--- config.mk ---
export PLATFORM = sky130hd
export DESIGN_NAME = dbg_hart_ctrl
export DESIGN_NICKNAME = d
export VERILOG_FILES = /design/src/rtl/dbg_pkg.sv /design/src/rtl/hart_dbg_fsm.sv /design/src/rtl/dbg_hart_ctrl.sv
export SDC_FILE = /design/constraint.sdc
export NUM_CORES = 1
export LEC_CHECK = 0
export BUFFER_PORTS_ARGS = -buffer_cell sky130_fd_sc_hd__buf_4
export CAP_MARGIN = 20
export CORE_AREA = 2 2 174 176
export CTS_CLUSTER_SIZE = 40
export DETAILED_ROUTE_END_ITERATION = 10
export DIE_AREA = 0 0 176 178
export PLACE_DENSITY = 0.65
export SLEW_MARGIN = 40
export SYNTH_ARGS = -nofsm -noshare
export SYNTH_HDL_FRONTEND = slang
export SYNTH_SLANG_ARGS = --single-unit
--- constraint.sdc ---
create_clock -name clk_i -period 4.2 [get_ports clk_i]
set_clock_uncertainty 0.15 [all_clocks]
set_input_delay 0.84 -clock clk_i [delete_from_list [all_inputs] [get_ports clk_i]]
set_output_delay 0.84 -clock clk_i [all_outputs]
set_load 0.005 [all_outputs]
--- src/rtl/dbg_pkg.sv ---
`default_nettype none
// ============================================================================
//  Module      : dbg_pkg
//  Description : Shared types and constants for the multi-hart debug
//                run-control and abstract register access controller.
//  Revision    : 1.0  initial release
// ============================================================================
package dbg_pkg;

    typedef enum logic [1:0] {
        HS_RUNNING     = 2'd0,
        HS_HALT_PEND   = 2'd1,
        HS_HALTED      = 2'd2,
        HS_RESUME_PEND = 2'd3
    } hart_state_e;

    typedef enum logic [1:0] {
        AR_IDLE   = 2'd0,
        AR_ACCESS = 2'd1,
        AR_DONE   = 2'd2
    } ar_state_e;

    // Which resource an accepted abstract access targets
    typedef enum logic [1:0] {
        AK_DCSR = 2'd0,
        AK_DPC  = 2'd1,
        AK_GPR  = 2'd2,
        AK_CSR  = 2'd3
    } ar_kind_e;

    localparam logic [2:0]  CAUSE_EBREAK  = 3'd1;
    localparam logic [2:0]  CAUSE_HALTREQ = 3'd3;
    localparam logic [2:0]  CAUSE_STEP    = 3'd4;

    localparam logic [15:0] DCSR_AD  = 16'h07B0;
    localparam logic [15:0] DPC_AD   = 16'h07B1;
    localparam logic [15:0] GPR_BASE = 16'h1000;
    localparam logic [15:0] GPR_LAST = 16'h101F;

    // xdebugver=4, prv=M, everything else clear
    localparam logic [31:0] DCSR_RESET = 32'h4000_0003;

    // Assemble the architectural dcsr view from the few stored fields
    function automatic logic [31:0] dcsr_pack(input logic       ebreakm,
                                              input logic [2:0] cause,
                                              input logic       step);
        dcsr_pack = DCSR_RESET | {16'h0, ebreakm, 6'h0, cause, 3'h0, step, 2'b00};
    endfunction

endpackage
`default_nettype wire

--- src/rtl/hart_dbg_fsm.sv ---
`default_nettype none
// ============================================================================
//  Module      : hart_dbg_fsm
//  Description : Run-control state, dpc and dcsr of a single hart.
//                Optional macro DBG_SINGLE_STEP_EN enables dcsr.step and the
//                auto-halt after one retired instruction.
//  Revision    : 1.0  initial release
// ============================================================================
module hart_dbg_fsm
    import dbg_pkg::*;
#(
    parameter logic [31:0] RESET_PC = 32'h0000_0000
)(
    input  logic        clk_i,
    input  logic        reset_i,
    input  logic        halt_req_i,
    input  logic        resume_req_i,
    input  logic        ebreak_i,
    input  logic [31:0] ebreak_pc_i,
    input  logic [31:0] next_pc_i,
    input  logic        fetch_busy_i,
    input  logic        inst_valid_wb_i,
    input  logic        dpc_we_i,
    input  logic        dcsr_we_i,
    input  logic [31:0] wdata_i,
    output logic        halt_o,
    output logic        resume_o,
    output logic [31:0] resume_pc_o,
    output logic        halted_o,
    output logic        running_o,
    output logic        resumeack_o,
    output logic [31:0] dpc_o,
    output logic [31:0] dcsr_o
);

    hart_state_e state_q, state_d;
    logic [31:0] dpc_q, dpc_d;
    logic [2:0]  cause_q, cause_d;
    logic        ebreakm_q, ebreakm_d;
    logic        step_q, step_d;
    logic        ack_q, ack_d;

`ifndef DBG_SINGLE_STEP_EN
    logic unused_step;
    assign unused_step = inst_valid_wb_i;
`endif

    // Next-state, dpc capture and dcsr field updates
    always_comb begin
        state_d   = state_q;
        dpc_d     = dpc_q;
        cause_d   = cause_q;
        ebreakm_d = ebreakm_q;
        step_d    = step_q;
        ack_d     = ack_q;
        case (state_q)
            HS_RUNNING: begin
                if (ebreak_i && ebreakm_q) begin
                    state_d = HS_HALT_PEND;
                    cause_d = CAUSE_EBREAK;
                    dpc_d   = ebreak_pc_i;
                end else if (halt_req_i) begin
                    state_d = HS_HALT_PEND;
                    cause_d = CAUSE_HALTREQ;
`ifdef DBG_SINGLE_STEP_EN
                end else if (step_q && inst_valid_wb_i) begin
                    state_d = HS_HALT_PEND;
                    cause_d = CAUSE_STEP;
                    dpc_d   = next_pc_i;
`endif
                end
            end
            HS_HALT_PEND: begin
                // Halt only once no fetch is in flight; a haltreq stops at
                // the oldest unretired instruction
                if (!fetch_busy_i) begin
                    state_d = HS_HALTED;
                    if (cause_q == CAUSE_HALTREQ) begin
                        dpc_d = next_pc_i;
                    end
                end
            end
            HS_HALTED: begin
                if (resume_req_i && !halt_req_i) begin
                    state_d = HS_RESUME_PEND;
                    ack_d   = 1'b0;
                end
                if (dpc_we_i) begin
                    dpc_d = wdata_i;
                end
                if (dcsr_we_i) begin
                    ebreakm_d = wdata_i[15];
`ifdef DBG_SINGLE_STEP_EN
                    step_d    = wdata_i[2];
`endif
                end
            end
            HS_RESUME_PEND: begin
                state_d = HS_RUNNING;
                ack_d   = 1'b1;
            end
            default: state_d = HS_RUNNING;
        endcase
    end

    // State and field registers
    always_ff @(posedge clk_i) begin
        if (reset_i) begin
            state_q   <= HS_RUNNING;
            dpc_q     <= RESET_PC;
            cause_q   <= 3'd0;
            ebreakm_q <= 1'b0;
            step_q    <= 1'b0;
            ack_q     <= 1'b0;
        end else begin
            state_q   <= state_d;
            dpc_q     <= dpc_d;
            cause_q   <= cause_d;
            ebreakm_q <= ebreakm_d;
            step_q    <= step_d;
            ack_q     <= ack_d;
        end
    end

    assign halt_o      = (state_q == HS_HALT_PEND) || (state_q == HS_HALTED);
    assign resume_o    = (state_q == HS_RESUME_PEND);
    assign halted_o    = (state_q == HS_HALTED);
    assign running_o   = (state_q == HS_RUNNING);
    assign resumeack_o = ack_q;
    assign resume_pc_o = dpc_q;
    assign dpc_o       = dpc_q;
    assign dcsr_o      = dcsr_pack(ebreakm_q, cause_q, step_q);

endmodule
`default_nettype wire

--- src/rtl/dbg_hart_ctrl.sv ---
`default_nettype none
// ============================================================================
//  Module      : dbg_hart_ctrl
//  Description : Multi-hart run control plus abstract GPR/CSR/dcsr/dpc access
//                between the debug module and NUM_HARTS cores. Per-hart state
//                lives in hart_dbg_fsm; single-step follows DBG_SINGLE_STEP_EN.
//  Revision    : 1.0  initial release
// ============================================================================
module dbg_hart_ctrl
    import dbg_pkg::*;
#(
    parameter  int          NUM_HARTS = 2,
    parameter  int          AR_LAT    = 1,
    parameter  logic [31:0] RESET_PC  = 32'h0000_0000,
    localparam int          HW        = (NUM_HARTS > 1) ? $clog2(NUM_HARTS) : 1
)(
    input  logic                    clk_i,
    input  logic                    reset_i,
    input  logic [HW-1:0]           hartsel_i,
    input  logic                    haltreq_i,
    input  logic                    resumereq_i,
    input  logic [NUM_HARTS-1:0]    ebreak_i,
    input  logic [NUM_HARTS*32-1:0] ebreak_pc_i,
    input  logic [NUM_HARTS*32-1:0] next_pc_i,
    input  logic [NUM_HARTS-1:0]    fetch_busy_i,
    input  logic [NUM_HARTS-1:0]    inst_valid_wb_i,
    output logic [NUM_HARTS-1:0]    halt_o,
    output logic [NUM_HARTS-1:0]    resume_o,
    output logic [NUM_HARTS*32-1:0] resume_pc_o,
    output logic [NUM_HARTS-1:0]    halted_o,
    output logic [NUM_HARTS-1:0]    running_o,
    output logic [NUM_HARTS-1:0]    resumeack_o,
    output logic                    anyhalted_o,
    output logic                    allhalted_o,
    output logic                    anyrunning_o,
    output logic                    allrunning_o,
    input  logic                    ar_en_i,
    input  logic                    ar_wr_i,
    input  logic [15:0]             ar_ad_i,
    input  logic [31:0]             ar_do_i,
    output logic [31:0]             ar_di_o,
    output logic                    ar_done_o,
    output logic                    ar_err_o,
    output logic                    gpr_en_o,
    output logic                    gpr_wr_o,
    output logic [4:0]              gpr_ad_o,
    output logic [31:0]             gpr_wdata_o,
    input  logic [31:0]             gpr_rdata_i,
    output logic                    csr_en_o,
    output logic                    csr_wr_o,
    output logic [11:0]             csr_ad_o,
    output logic [31:0]             csr_wdata_o,
    input  logic [31:0]             csr_rdata_i,
    output logic [HW-1:0]           gpr_hart_o
);

    logic [NUM_HARTS-1:0] halt_sel, resume_sel, dpc_we, dcsr_we;
    logic [31:0]          dpc_w  [NUM_HARTS];
    logic [31:0]          dcsr_w [NUM_HARTS];

    ar_state_e   ar_state_q, ar_state_d;
    ar_kind_e    kind_q, kind_d;
    logic [HW-1:0] hart_q, hart_d;
    logic        wr_q, wr_d;
    logic [11:0] ad_q, ad_d;
    logic [31:0] wdata_q, wdata_d;
    logic [31:0] di_q, di_d;
    logic        err_q, err_d;
    logic [2:0]  cnt_q, cnt_d;
    logic        tgt_halted, last_cycle, port_gpr, port_csr;

    // Per-hart request decode and internal dcsr/dpc write strobes
    always_comb begin
        halt_sel   = '0;
        resume_sel = '0;
        dpc_we     = '0;
        dcsr_we    = '0;
        for (int h = 0; h < NUM_HARTS; h++) begin
            halt_sel[h]   = haltreq_i   && (hartsel_i == HW'(h));
            resume_sel[h] = resumereq_i && (hartsel_i == HW'(h));
            dpc_we[h]     = (ar_state_q == AR_ACCESS) && wr_q && (kind_q == AK_DPC)
                            && (hart_q == HW'(h));
            dcsr_we[h]    = (ar_state_q == AR_ACCESS) && wr_q && (kind_q == AK_DCSR)
                            && (hart_q == HW'(h));
        end
    end

    for (genvar h = 0; h < NUM_HARTS; h++) begin : g_hart
        hart_dbg_fsm #(
            .RESET_PC (RESET_PC)
        ) u_hart (
            .clk_i           (clk_i),
            .reset_i         (reset_i),
            .halt_req_i      (halt_sel[h]),
            .resume_req_i    (resume_sel[h]),
            .ebreak_i        (ebreak_i[h]),
            .ebreak_pc_i     (ebreak_pc_i[h*32 +: 32]),
            .next_pc_i       (next_pc_i[h*32 +: 32]),
            .fetch_busy_i    (fetch_busy_i[h]),
            .inst_valid_wb_i (inst_valid_wb_i[h]),
            .dpc_we_i        (dpc_we[h]),
            .dcsr_we_i       (dcsr_we[h]),
            .wdata_i         (wdata_q),
            .halt_o          (halt_o[h]),
            .resume_o        (resume_o[h]),
            .resume_pc_o     (resume_pc_o[h*32 +: 32]),
            .halted_o        (halted_o[h]),
            .running_o       (running_o[h]),
            .resumeack_o     (resumeack_o[h]),
            .dpc_o           (dpc_w[h]),
            .dcsr_o          (dcsr_w[h])
        );
    end

    assign tgt_halted = (int'(hartsel_i) < NUM_HARTS) && halted_o[hartsel_i];
    // dcsr/dpc complete after one access cycle, port accesses after AR_LAT
    assign last_cycle = (kind_q == AK_DCSR) || (kind_q == AK_DPC) ||
                        (cnt_q == 3'(AR_LAT - 1));

    // Abstract access FSM: launch/validate, hold port request, report
    always_comb begin
        ar_state_d = ar_state_q;
        kind_d     = kind_q;
        hart_d     = hart_q;
        wr_d       = wr_q;
        ad_d       = ad_q;
        wdata_d    = wdata_q;
        di_d       = di_q;
        err_d      = err_q;
        cnt_d      = cnt_q;
        case (ar_state_q)
            AR_IDLE: begin
                if (ar_en_i) begin
                    hart_d  = hartsel_i;
                    wr_d    = ar_wr_i;
                    ad_d    = ar_ad_i[11:0];
                    wdata_d = ar_do_i;
                    cnt_d   = 3'd0;
                    if (!tgt_halted || (ar_ad_i > GPR_LAST)) begin
                        err_d      = 1'b1;
                        ar_state_d = AR_DONE;
                    end else begin
                        err_d      = 1'b0;
                        ar_state_d = AR_ACCESS;
                        if (ar_ad_i == DCSR_AD) begin
                            kind_d = AK_DCSR;
                        end else if (ar_ad_i == DPC_AD) begin
                            kind_d = AK_DPC;
                        end else if (ar_ad_i >= GPR_BASE) begin
                            kind_d = AK_GPR;
                        end else begin
                            kind_d = AK_CSR;
                        end
                    end
                end
            end
            AR_ACCESS: begin
                cnt_d = cnt_q + 3'd1;
                if (last_cycle) begin
                    ar_state_d = AR_DONE;
                    if (!wr_q) begin
                        case (kind_q)
                            AK_DCSR: di_d = dcsr_w[hart_q];
                            AK_DPC:  di_d = dpc_w[hart_q];
                            AK_GPR:  di_d = gpr_rdata_i;
                            default: di_d = csr_rdata_i;
                        endcase
                    end
                end
            end
            AR_DONE: ar_state_d = AR_IDLE;
            default: ar_state_d = AR_IDLE;
        endcase
    end

    // Abstract access registers
    always_ff @(posedge clk_i) begin
        if (reset_i) begin
            ar_state_q <= AR_IDLE;
            kind_q     <= AK_DCSR;
            hart_q     <= '0;
            wr_q       <= 1'b0;
            ad_q       <= 12'h0;
            wdata_q    <= 32'h0;
            di_q       <= 32'h0;
            err_q      <= 1'b0;
            cnt_q      <= 3'd0;
        end else begin
            ar_state_q <= ar_state_d;
            kind_q     <= kind_d;
            hart_q     <= hart_d;
            wr_q       <= wr_d;
            ad_q       <= ad_d;
            wdata_q    <= wdata_d;
            di_q       <= di_d;
            err_q      <= err_d;
            cnt_q      <= cnt_d;
        end
    end

    assign port_gpr    = (ar_state_q == AR_ACCESS) && (kind_q == AK_GPR);
    assign port_csr    = (ar_state_q == AR_ACCESS) && (kind_q == AK_CSR);
    assign gpr_en_o    = port_gpr;
    assign gpr_wr_o    = port_gpr && wr_q;
    assign gpr_ad_o    = port_gpr ? ad_q[4:0] : 5'h0;
    assign gpr_wdata_o = port_gpr ? wdata_q : 32'h0;
    assign csr_en_o    = port_csr;
    assign csr_wr_o    = port_csr && wr_q;
    assign csr_ad_o    = port_csr ? ad_q : 12'h0;
    assign csr_wdata_o = port_csr ? wdata_q : 32'h0;
    assign gpr_hart_o  = hart_q;
    assign ar_done_o   = (ar_state_q == AR_DONE);
    assign ar_err_o    = err_q;
    assign ar_di_o     = di_q;

    assign anyhalted_o  = |halted_o;
    assign allhalted_o  = &halted_o;
    assign anyrunning_o = |running_o;
    assign allrunning_o = &running_o;

endmodule
`default_nettype wire

==> metrics.cfg <==
[yosys]
yosysTopAreaCell = dfxtp_1
ys.flop_type = dfxtp_1
synth_nets = 1423
synth_cell_types = 55
syn_avg_cell_area_sq_um = 7.771
syn_area_sq_um = 9015
yosys.area.top_type_share_pct = 35.98
synth_area_leaders = dfxtp_1 (36%), nand2_1 (8.3%), a21oi_1 (6.7%), o2111ai_1 (6.4%), and2_1 (5.9%)
ys_async_sr_fraction_pct = 0
yosys_register_bits = 162
synth-warning-count = 0
synthCells = 1160
synth_edf_count = 0
seq_area_frac_synth_pct = 35.98
post-synth-top-count-cell = nand2_1
synth.top_cells.by_count = nand2_1 (199), dfxtp_1 (162), a21oi_1 (121)

[detailed_routing]
dr.pass1.iters = 6
drcViolationCount = 0
wl_per_cell_microns = 21.97
via_per_inst = 5.402
first_iter_violations = 954
wirelength_microns = 42300
vias = 10400
drtAntennaViolNets = 0

[power_and_ir_drop]
peakVddDrop_uv = 363.4
clock_power_share_pct = 23.2
p_leak_nw = 5.474
power_per_cell_area_nw_per_um2 = 554.3
power.switching_mw = 3.221
switching_share_pct = 44.13
p_comb_share_pct = 46.3
sequentialPowerShare_pct = 30.6
internal_power_mw = 4.077

[cts]
cts_sinks = 162
cts_buffer_depth = 2
cts_root_buf = clkbuf_16
clkSlewWorstSetupHoldPaths_ns = 0.08
cts_buffers = 17
cts_resized = 0
cts_setup_buffers = 0
htree_levels = 4
cts_tree = yes
hold_buffers = 0
insertion_delay_ns = 0.43

[place]
dp_slack_ns = 1.643
io_buffers = 448
dp_hpwl_microns = 31100
gp_congestion = 0.8628

[floorplan]
die_area_sq_um = 31330
initial_core_util_pct = 30.66
pin_count = 451
fp.dieW_microns = 176
core_area_sq_um = 29400
die_y_microns = 178
rows = 63

[global_route]
grt_max_degree = 70
antenna_found_initial = 2
grt_usage_pct = 25.65
grt_pass1_wl_microns = 60820
grt_pass1_vias = 9588
grt-ovfl-total = 0

[layout]
fill_cells = 2929
final_nets = 1783
final_core_util_pct = 44.78
seqCellArea_sq_um = 3247
multi_input_area_sq_um = 5215
drive_above_1_share_pct = 35.09
syn_to_final_growth_pct = 46.05

[sta]
finalCritPeriodShare_pct = 71.95
setup_viol = 0
max_freq_ghz = 0.3309
worst_pin_slew_ns = 0.7529
rsz0062_at_grt = no
drv_slew = 0
final.setup.tns_ns = 0
maxSlewHeadroom_pct = 49.80
timing.final.crit_period_ns = 3.022
hold_viol_final = 0
fin_ws_ns = 1.178

[setup_path]
worstPathMaxFanout = 46
worstSetupPathType = reg2out
path_cells = nand2b_4 > nor2_2 > buf_4 > and2_1 > buf_4
required_ns = 3.21
end_kind = primary output
path_buf_inv = 2
cp_slowest_cell = dfxtp_1
startpoint_type = flip-flop
crit_top_cell = buf_4
worstPathArrival_ns = 2.03
crit_family = flip-flops
crit_path_max_incr_delay_ns = 0.62

[run_status]
run_status = complete, no violations

[hold_path]
hp-class = reg2reg

[job]
cap_violations = 0

[registers in the layout, summed over array words and instances (netlist names), 3 cells and up]
register / cells
ar_di_o: 32
g_hart.u_hart.cause_q: 4
g_hart.u_hart.dpc_o: 64
wdata_q: 32
g_hart.u_hart.state_q: 4
ad_q: 12
cnt_q: 3
[cells in the final DEF, fill, tap and decap left out, types with 4 or more instances in the layout]
cell,instances
a211o_1,4
a221oi_1,26
ha_1,6
nor2_1,47
nand2_1,198
mux2_2,8
a22oi_1,66
buf_4,469
clkbuf_16,17
nand2b_1,6
a211oi_1,4
o21ai_0,92
o2111ai_1,66
dfxtp_1,159
and2_1,85
inv_1,8
clkinv_8,4
a21oi_1,121
inv_8,5
mux2i_1,34
nor3_1,37
[power groups by stage]
stage	clock network, mW	registers, mW	logic (mW)
2_1_floorplan	0	2.13	1.86
3_3_place_gp	0	2.24	3.32
3_5_place_dp	0	2.26	3.33
4_1_cts	1.73	2.22	3.33
5_1_grt	1.80	2.27	3.63
6_report	1.69	2.23	3.38
[metal layers]
layer  share of wire, %  routed length, microns  vias to the layer above  global-route usage [%]
met4                1.4                     605                        0                   4.718
li1                   -                       -                     4913                       -
met3                7.0                    2961                       34                   4.646
met2                 46                   19520                      477                   41.17
met5                  0                       0                        -                       0
met1                 45                   19220                     4974                   36.26
[worst min-delay path, stage by stage, from the launching register on]
cell     delay (ns)
dfxtp_1        0.31
nand2_1        0.05
a21oi_1        0.05
[kinds of logic (layout without fill, tap and decap cells)]
kind of cell	Yosys count	in the layout	share of synthesized area, %
AO/OA/AOI/OAI	398	398	28.88
other	0	2	0
multiplexers	44	44	5.274
AND/OR/NAND/NOR	406	406	21.42
flip-flops	162	162	35.98
buffers and inverters	139	512	6.967
adder cells (fa/ha/maj)	10	10	1.388
XOR/XNOR	1	1	0.09717
[cell type report]
type                            instances  share of cell area (%)
Clock buffer                           18                   3.336
Antenna cell                            2                 0.03801
Tap cell                              390                   3.706
Multi-Input combinational cell        859                   39.61
Timing Repair Buffer                  471                   26.98
Inverter                                9                  0.2566
Sequential cell                       162                   24.66
Clock inverter                         14                   1.416
[per-stage QoR]
step / total power [mW] / cell area, sq um / instances / hold slack (ns)
global placement: 5.552 / 12520 / 1891 / 0.2881
CTS: 7.278 / 13160 / 1923 / 0.3074
detailed placement: 5.582 / 12540 / 1891 / 0.2950
global route: 7.693 / 13170 / 1925 / 0.3228
finish: 7.298 / 13170 / 1925 / 0.3064
floorplan: 3.994 / 9015 / 1160 / 0.2817
[worst paths after layout]
kind                            depth (start not counted)  slack (ns)                                     end                  startpoint
worst max-delay path                                    5        1.18                         csr_wdata_o[22]  ar_state_q[0]$_SDFFE_PP0P_
worst min-delay path                                    2        0.31                   ad_q[11]$_SDFFE_PP0P_       ad_q[11]$_SDFFE_PP0P_
worst max register to register                          6        1.60  g_hart[0].u_hart.dpc_o[9]$_SDFFE_PP0P_      kind_q[0]$_SDFFE_PP0P_
worst min register to register                          2        0.31                   ad_q[11]$_SDFFE_PP0P_       ad_q[11]$_SDFFE_PP0P_
No activity file was read; power rests on OpenSTA's default activity.
